[src/rtl/byte_dispatch_ctrl_if.sv]
// rtl/byte_dispatch_ctrl_if.sv - upstream byte stream and demux-side signals of the dispatch controller
interface byte_dispatch_ctrl_if;
   logic       in_valid;
   logic [7:0] in_data;
   logic       in_ready;
   logic [3:0] lane_ready;
   logic [7:0] demux_a;
   logic       s1;
   logic       s0;
   logic [3:0] lane_load;

   // Environment side: produces bytes and lane readiness, observes the demux drive
   modport master (
      output in_valid, in_data, lane_ready,
      input  in_ready, demux_a, s1, s0, lane_load
   );

   // Controller side
   modport slave (
      input  in_valid, in_data, lane_ready,
      output in_ready, demux_a, s1, s0, lane_load
   );
endinterface

[src/rtl/byte_dispatch_ctrl.sv]
// rtl/byte_dispatch_ctrl.sv - holds one byte and dispatches it to a demux lane (round-robin or fixed)
module byte_dispatch_ctrl #(
   parameter int STALL_LIMIT = 15,
   parameter int CNT_W       = 16
) (
   input  logic             clk,
   input  logic             rst,
   byte_dispatch_ctrl_if.slave bus,
   input  logic             mode,
   input  logic [1:0]       lane_sel,
   output logic             skip,
   output logic [CNT_W-1:0] xfer_count
);

   localparam logic [0:0] IDLE = 1'b0;
   localparam logic [0:0] WAIT = 1'b1;

   localparam int SW = (STALL_LIMIT > 2) ? $clog2(STALL_LIMIT) : 1;
   localparam logic [SW-1:0] STALL_MAX = SW'(STALL_LIMIT - 1);

   logic [0:0]       state_q,     state_d;
   logic [7:0]       hold_data_q, hold_data_d;
   logic [1:0]       tgt_q,       tgt_d;
   logic [1:0]       ptr_q,       ptr_d;
   logic             mode_q,      mode_d;
   logic [SW-1:0]    stall_cnt_q, stall_cnt_d;
   logic             skip_q,      skip_d;
   logic [CNT_W-1:0] xfer_q,      xfer_d;

   logic             deliver;

   // The held byte can only leave when its target lane is ready; a reset cycle never delivers
   assign deliver = (state_q == WAIT) && bus.lane_ready[tgt_q] && !rst;

   // Next-state logic: accept in IDLE, deliver or stall/skip in WAIT
   always_comb begin
      state_d     = state_q;
      hold_data_d = hold_data_q;
      tgt_d       = tgt_q;
      ptr_d       = ptr_q;
      mode_d      = mode_q;
      stall_cnt_d = stall_cnt_q;
      skip_d      = 1'b0;
      xfer_d      = xfer_q;
      if (state_q == IDLE) begin
         if (bus.in_valid) begin
            hold_data_d = bus.in_data;
            tgt_d       = mode ? lane_sel : ptr_q;
            mode_d      = mode;
            stall_cnt_d = '0;
            state_d     = WAIT;
         end
      end else begin
         if (bus.lane_ready[tgt_q]) begin
            state_d = IDLE;
            xfer_d  = xfer_q + CNT_W'(1);
            if (!mode_q) begin
               ptr_d = tgt_q + 2'd1;
            end
         end else if (!mode_q) begin
            // Round-robin: give up on a stuck lane and retarget the same byte
            if (stall_cnt_q == STALL_MAX) begin
               tgt_d       = tgt_q + 2'd1;
               stall_cnt_d = '0;
               skip_d      = 1'b1;
            end else begin
               stall_cnt_d = stall_cnt_q + SW'(1);
            end
         end else if (stall_cnt_q != STALL_MAX) begin
            // Fixed lane: count saturates, the byte waits indefinitely
            stall_cnt_d = stall_cnt_q + SW'(1);
         end
      end
   end

   // State registers with synchronous active-high reset
   always_ff @(posedge clk) begin
      if (rst) begin
         state_q     <= IDLE;
         hold_data_q <= '0;
         tgt_q       <= '0;
         ptr_q       <= '0;
         mode_q      <= 1'b0;
         stall_cnt_q <= '0;
         skip_q      <= 1'b0;
         xfer_q      <= '0;
      end else begin
         state_q     <= state_d;
         hold_data_q <= hold_data_d;
         tgt_q       <= tgt_d;
         ptr_q       <= ptr_d;
         mode_q      <= mode_d;
         stall_cnt_q <= stall_cnt_d;
         skip_q      <= skip_d;
         xfer_q      <= xfer_d;
      end
   end

   // One-hot load strobe into the target lane register during the delivery cycle
   always_comb begin
      bus.lane_load = 4'b0000;
      if (deliver) begin
         bus.lane_load = 4'b0001 << tgt_q;
      end
   end

   assign bus.in_ready = (state_q == IDLE);
   assign bus.demux_a  = (state_q == WAIT) ? hold_data_q : 8'h00;
   assign bus.s1       = (state_q == WAIT) ? tgt_q[1] : 1'b0;
   assign bus.s0       = (state_q == WAIT) ? tgt_q[0] : 1'b0;
   assign skip         = skip_q;
   assign xfer_count   = xfer_q;

endmodule
[src/flat_wrapper.sv]
// flat-port wrapper written by rule: the top's interface ports become plain ports
module byte_dispatch_ctrl_flat 
#(
   parameter int STALL_LIMIT = 15,
   parameter int CNT_W       = 16
)
  (clk, rst, mode, lane_sel, skip, xfer_count, bus_in_valid, bus_in_data, bus_lane_ready, bus_in_ready, bus_demux_a, bus_s1, bus_s0, bus_lane_load);
  byte_dispatch_ctrl_if bus_i ();
  input  logic clk;
  input  logic rst;
  input  logic mode;
  input  logic [1:0] lane_sel;
  output logic skip;
  output logic [CNT_W-1:0] xfer_count;
  input wire logic [$bits(bus_i.in_valid)-1:0] bus_in_valid;
  input wire logic [$bits(bus_i.in_data)-1:0] bus_in_data;
  input wire logic [$bits(bus_i.lane_ready)-1:0] bus_lane_ready;
  output wire logic [$bits(bus_i.in_ready)-1:0] bus_in_ready;
  output wire logic [$bits(bus_i.demux_a)-1:0] bus_demux_a;
  output wire logic [$bits(bus_i.s1)-1:0] bus_s1;
  output wire logic [$bits(bus_i.s0)-1:0] bus_s0;
  output wire logic [$bits(bus_i.lane_load)-1:0] bus_lane_load;
  assign bus_i.in_valid = bus_in_valid;
  assign bus_i.in_data = bus_in_data;
  assign bus_i.lane_ready = bus_lane_ready;
  assign bus_in_ready = bus_i.in_ready;
  assign bus_demux_a = bus_i.demux_a;
  assign bus_s1 = bus_i.s1;
  assign bus_s0 = bus_i.s0;
  assign bus_lane_load = bus_i.lane_load;
  byte_dispatch_ctrl #(.STALL_LIMIT(STALL_LIMIT), .CNT_W(CNT_W)) u_core (.clk(clk), .rst(rst), .bus(bus_i), .mode(mode), .lane_sel(lane_sel), .skip(skip), .xfer_count(xfer_count));
endmodule
[config.mk]
export PLATFORM = sky130hd
export DESIGN_NAME = byte_dispatch_ctrl_flat
export DESIGN_NICKNAME = d
export VERILOG_FILES = /design/src/rtl/byte_dispatch_ctrl_if.sv /design/src/rtl/byte_dispatch_ctrl.sv /design/src/flat_wrapper.sv
export SDC_FILE = /design/constraint.sdc
export NUM_CORES = 1
export LEC_CHECK = 0
export ABC_AREA = 1
export CAP_MARGIN = 20
export CORE_MARGIN = 3
export CORE_UTILIZATION = 52
export CTS_CLUSTER_DIAMETER = 30
export DETAILED_ROUTE_END_ITERATION = 10
export PLACE_DENSITY = 0.85
export SETUP_SLACK_MARGIN = 0.4
export SLEW_MARGIN = 20
export SYNTH_ARGS = -nofsm -noshare
export SYNTH_HDL_FRONTEND = slang
export SYNTH_SLANG_ARGS = --single-unit
[constraint.sdc]
create_clock -name clk -period 4 [get_ports clk]
set_clock_uncertainty 0.15 [all_clocks]
set_input_delay 0.8 -clock clk [delete_from_list [all_inputs] [get_ports clk]]
set_output_delay 0.8 -clock clk [all_outputs]
set_load 0.05 [all_outputs]
Word-level counts from Yosys, hierarchy flattened
Index checks and enable logic that the tools add are counted.
W data, S select, Z words.
{"block": "word_totals", "latchBits": 0, "ff_bits": 35, "mem_bits_rw": 0, "wordCells": 53, "out_inout_bits": 32, "romBits": 0, "memories": 0}
{"block": "op_classes", "n_addsub": 3, "bitwise": 2, "magnitude_cmp": 1, "mux": 22, "multipliers": 0, "reduce_logical": 10, "div_mod_pow": 0, "n_shift": 1, "n_eq_ne": 6}
{"op": "$mux W4", "count": 7}
{"op": "$add A16 B1 Y16 const B", "count": 1}
{"op": "$mux W2", "count": 6}
{"op": "$mux W8", "count": 1}
{"op": "$mux W1", "count": 7}
{"op": "$ne A2 B2 Y1 const B", "count": 3}
{"op": "$reduce_and A3 Y1", "count": 2}
{"op": "$add A4 B1 Y4 const B", "count": 1}
{"op": "$eq A4 B4 Y1 const B", "count": 1}
{"op": "$ne A4 B4 Y1 const B", "count": 1}
{"op": "$reduce_and A2 Y1", "count": 2}
{"op": "$reduce_and A4 Y1", "count": 1}
{"op": "$reduce_or A4 Y1", "count": 1}
{"op": "$shl A1 B2 Y4 const A", "count": 1}
{"op": "$lt A2 B3 Y1 const B", "count": 1}
{"op": "$ne A3 B3 Y1 const B", "count": 1}
{"op": "$add A2 B1 Y2 const B", "count": 1}
{"op": "$bmux W1 S2", "count": 1}
{"op": "$logic_and A1 B1 Y1", "count": 2}
{"op": "$not A1 Y1", "count": 2}
{"op": "$reduce_bool A2 Y1", "count": 1}
{"op": "$logic_not A1 Y1", "count": 1}

Logic depth before layout (Yosys ltp)
{"block": "logic_depth", "word_depth": 5, "depth_mapped": 10, "depth_no_buf": 10}

Worst setup path after synthesis
No wires, ideal clock.
{"block": "synth_timing", "path_type": "in2out", "startpoint": "input bus_lane_ready[1]", "endpoint": "output bus_lane_load[0]", "path_slack_ns": 1.019, "path_stages": 7, "path_buffers": 1, "arrival_time_ns": 2.031, "required_time_ns": 3.050, "path_cell_list": "nand2_1 > nand3_2 > nand3_4 > inv_2 > buf_6 > nand2_2 > nor2_1"}
{"block": "synth_via", "elab_chain_len": 5}
{"element": "from (decl)", "line": "flat_wrapper.sv:17", "source": "input wire logic [$bits(bus_i.lane_ready)-1:0] bus_lane_ready;"}
{"element": "$bmux W1 S2", "line": "byte_dispatch_ctrl.sv:33", "source": "assign deliver = (state_q == WAIT) && bus.lane_ready[tgt_q] && !rst;"}
{"element": "$mux W1 (not written as such)", "line": "byte_dispatch_ctrl.sv:33"}
{"element": "$logic_and A1 B1 Y1 (2 in series)", "line": "byte_dispatch_ctrl.sv:33"}
{"element": "$mux W4", "line": "byte_dispatch_ctrl.sv:102", "source": "if (deliver) begin"}
{"element": "to (decl)", "line": "flat_wrapper.sv:22", "source": "output wire logic [$bits(bus_i.lane_load)-1:0] bus_lane_load;"}
Every way passes these cells. The select of a mux whose other input is x is not followed.

Worst setup path in the final report
{"block": "layout_timing", "startpoint": "input bus_lane_ready[1]", "endpoint": "output bus_lane_load[3]"}
Same word-level chain as after synthesis.

==> results.md <==
- Outcome: finished, final reports clean
- Most frequent cells in the layout: sky130_fd_sc_hd__nand2_1, sky130_fd_sc_hd__nor2_1, sky130_fd_sc_hd__clkdlybuf4s50_1
- Final count of pins violating max slew: 0
- Placed Cells incl. Taps: 374
- Synth Register Bits: 35
- Leftover overflow at the end of global routing: 0
- Final worst hold slack: 365 ps
- First-pass iteration count of the detailed router: 4
- Cell Count, Final, Fillers Out: 382
- Bufs and invs on worst path: 3
- Fraction of layout cells with a size suffix above 1: 0.0774
- Number of cells on the worst reg-to-reg path: 5
- Post-Syn Area: 1890 sq um
- Adder-cell area share of the yosys netlist: 0.0464
- Data required time at the worst endpoint: 3050 ps
- CP max FO: 17
- Largest stage delay on the critical path: 470 ps
- Post-synth top area share: 0.371
- Count of cell types in the netlist: 25
- Worst reg2reg startpoint: u_core.state_q$_SDFF_PP0_
- Routed wire length: 4.11 mm
- Synthesis Warnings: 0
- Critical path capture point type: primary output
- Leading post-synthesis cells by cell area: sky130_fd_sc_hd__dfxtp_1, sky130_fd_sc_hd__nand2_1, sky130_fd_sc_hd__nor2_1
- Via count of the first global-routing pass: 1,663
- Number of instances in the synthesized netlist: 286
- Top Family by Delay on Critical Path: buffers and inverters
- Row Count: 21
- Boundary Pins: 50
- Die outline area: 4390 sq um
- Combinational family with the most area after synthesis: simple AND/OR/NAND/NOR gates
- Post-synth top area cell: sky130_fd_sc_hd__dfxtp_1
- Headroom to the max-slew limit: 0.544
- Worst Tran Pin Value: 682 ps
- Worst hold path type: flop to flop
- Share of the synthesized netlist area taken by xor and xnor gates: 0.0139
- Count of H-tree levels built during CTS: 2
- Final hold viol count: 0
- Clock-pin slew on the worst setup and hold paths: 110 ps
- Clock Tree Buf Depth: 2
- CTS Buf Count: 5
- Min-Delay Startpoint: u_core.xfer_count[0]$_SDFFE_PP0P_
- Cell leakage power: 1.10 nW
- Proportion of synthesized area in mux cells: 0
- Leading cell type in the layout, fill and taps excluded: sky130_fd_sc_hd__nand2_1
- Number of DRC violations after detailed routing: 0
- Drt initial violations: 109
- Largest net degree at the start of global routing: 31
- Initial antenna violation count: 0
- Final period utilization: 0.845
- IO buf count: 49
- Initial Util: 0.552
- Number of nets produced by synthesis: roughly 310
- Final weighted congestion of routability-driven global placement: roughly 0.82
- TritonCTS clock tree: yes
- Post-synthesis share of cell area spent on and, or, nand and nor gates: 0.389
- Number of nets in the layout: between 300 and 400
- Area overhead of the layout relative to synthesis: 33.0%
- Critical path start-end classification: primary input to primary output
- Category of the worst setup path launch point: primary input
- Placed wire-length estimate: 3.02 mm
- Post-DRT Antenna Nets: 0
- Post-CTS setup buffer count: 0
- Mean cell area of the mapped netlist: 6.60 sq um
- Diode count: 0
- Height of the die: about 66 microns
- Total stage count of the critical path: 8
- Hold-fix buffers at CTS: 0
- Setup repair after global routing missed its margin: no
- GRT Util Overall: 0.205
- Peak supply drop: ~0.3 mV
- Number of vias after detailed routing: ~1,900
- Clock net sink count: 35
- Horizontal extent of the die: 66.2 microns
- Floorplan core area: 3420 sq um
- Power density cells: 334 nW/um^2
- Max stage delay cell, worst path: sky130_fd_sc_hd__clkdlybuf4s50_1
- Minimum period implied by the final worst setup slack: 3380 ps
- Clock insertion delay at the later pin of the skew report: 330 ps
- Beginning of the critical path: bus_lane_ready[1]
- WP data arrival: 2430 ps
- Complex-gate fraction of the synthesized area: 0.0782
- DR WL/cell: ~11 microns
- Fmax: 296 MHz
- Via-per-instance ratio: 4.94
- Count of instances resized after the clock tree is built: 0
- Setup TNS after final layout: 0 ps
- Share of the yosys chip area belonging to registers: 0.371
- Hold Crit Depth: 1
- Cells traversed along the worst timing path: clkdlybuf4s50_1 > nand2_1 > nand3_2 > nand3_4 > inv_2 > nand2_2 > nor2_1 > buf_12
- Root buffer selected by CTS: sky130_fd_sc_hd__clkbuf_4
- Final setup violation count: 0
- Maximum capacitance violations: 0
- Global-route wire length before repair: 7.00 mm
worst reg2reg max path, delay by kind of cell, from the launching register on:
kind | cells | cell delay [ps]
buffers and inverters | 1 | 210
DFF | 1 | 780
and+or+nand+nor | 4 | 680
flip-flops by register name, indices dropped and copies added (netlist names):
signal / cells
u_core.hold_data_q: 8
u_core.skip: 1
u_core.ptr_q: 2
u_core.mode_q: 1
u_core.xfer_count: 16
u_core.tgt_q: 2
u_core.state_q: 1
u_core.stall_cnt_q: 4
power breakdown:
group	internal, mW	switching [mW]
sequential	0.369	0.0226
combinational	0.0677	0.112
clock	0.148	0.119
total	0.584	0.253
through the flow:
stage                     area, sq um  power [mW]  setup slack, ps  utilization
after floorplan                  1890       0.528             1020            -
after global placement           2420       0.573              677        0.710
after detailed placement         2420       0.578              610        0.710
after CTS                        2510       0.843              600        0.735
after global routing             2510       0.880              437        0.735
final                            2510       0.837              619        0.735
final cells by class:
| class | count | area (sq um) |
|---|---|---|
| Multi-Input combinational cell | 208 | 996 |
| Clock inverter | 2 | 35.0 |
| Timing Repair Buffer | 50 | 538 |
| Fill cell | 289 | 906 |
| Inverter | 35 | 131 |
| Tap cell | 46 | 57.6 |
| Clock buffer | 6 | 51.3 |
| Sequential cell | 35 | 701 |
synth_stat cells:
library cell	instances
sky130_fd_sc_hd__buf_1	1
sky130_fd_sc_hd__buf_4	1
sky130_fd_sc_hd__nor3b_1	1
sky130_fd_sc_hd__nor2_2	2
sky130_fd_sc_hd__inv_1	32
sky130_fd_sc_hd__xnor2_1	1
sky130_fd_sc_hd__nand2_2	2
sky130_fd_sc_hd__o21a_1	1
sky130_fd_sc_hd__nor2_4	2
sky130_fd_sc_hd__nor2_1	62
sky130_fd_sc_hd__buf_2	1
sky130_fd_sc_hd__o21ai_0	12
sky130_fd_sc_hd__buf_12	1
sky130_fd_sc_hd__clkbuf_1	3
sky130_fd_sc_hd__nand3_4	2
sky130_fd_sc_hd__xor2_1	2
sky130_fd_sc_hd__nand4_1	3
sky130_fd_sc_hd__nand2_1	74
sky130_fd_sc_hd__nand3_2	2
sky130_fd_sc_hd__dfxtp_1	35
sky130_fd_sc_hd__inv_2	3
sky130_fd_sc_hd__nand3_1	19
sky130_fd_sc_hd__buf_6	1
sky130_fd_sc_hd__a21oi_1	16
sky130_fd_sc_hd__ha_1	7
kinds of logic after synthesis:
kind of cell | after synthesis
DFF | 35
and+or+nand+nor | 169
adders and majority gates | 7
buffers and inverters | 43
xor gates and xnor gates | 3
AOI/OAI and AO/OA | 29
layer usage:
metal,global-route usage,vias up,share of wire
met5,0,-,0
met4,0.0609,0,0.016
met3,0.0510,6,0.039
met2,0.362,39,0.50
met1,0.243,855,0.44
li1,-,986,-
path summary, 6_finish.rpt:
check	to	slack (ps)
worst max-delay path	bus_lane_load[3]	620
worst min-delay path	u_core.xfer_count[0]$_SDFFE_PP0P_	370
worst max register to register	u_core.stall_cnt_q[0]$_SDFFE_PP0P_	2100
worst min register to register	u_core.xfer_count[0]$_SDFFE_PP0P_	370
No activity file was read; power rests on OpenSTA's default activity.
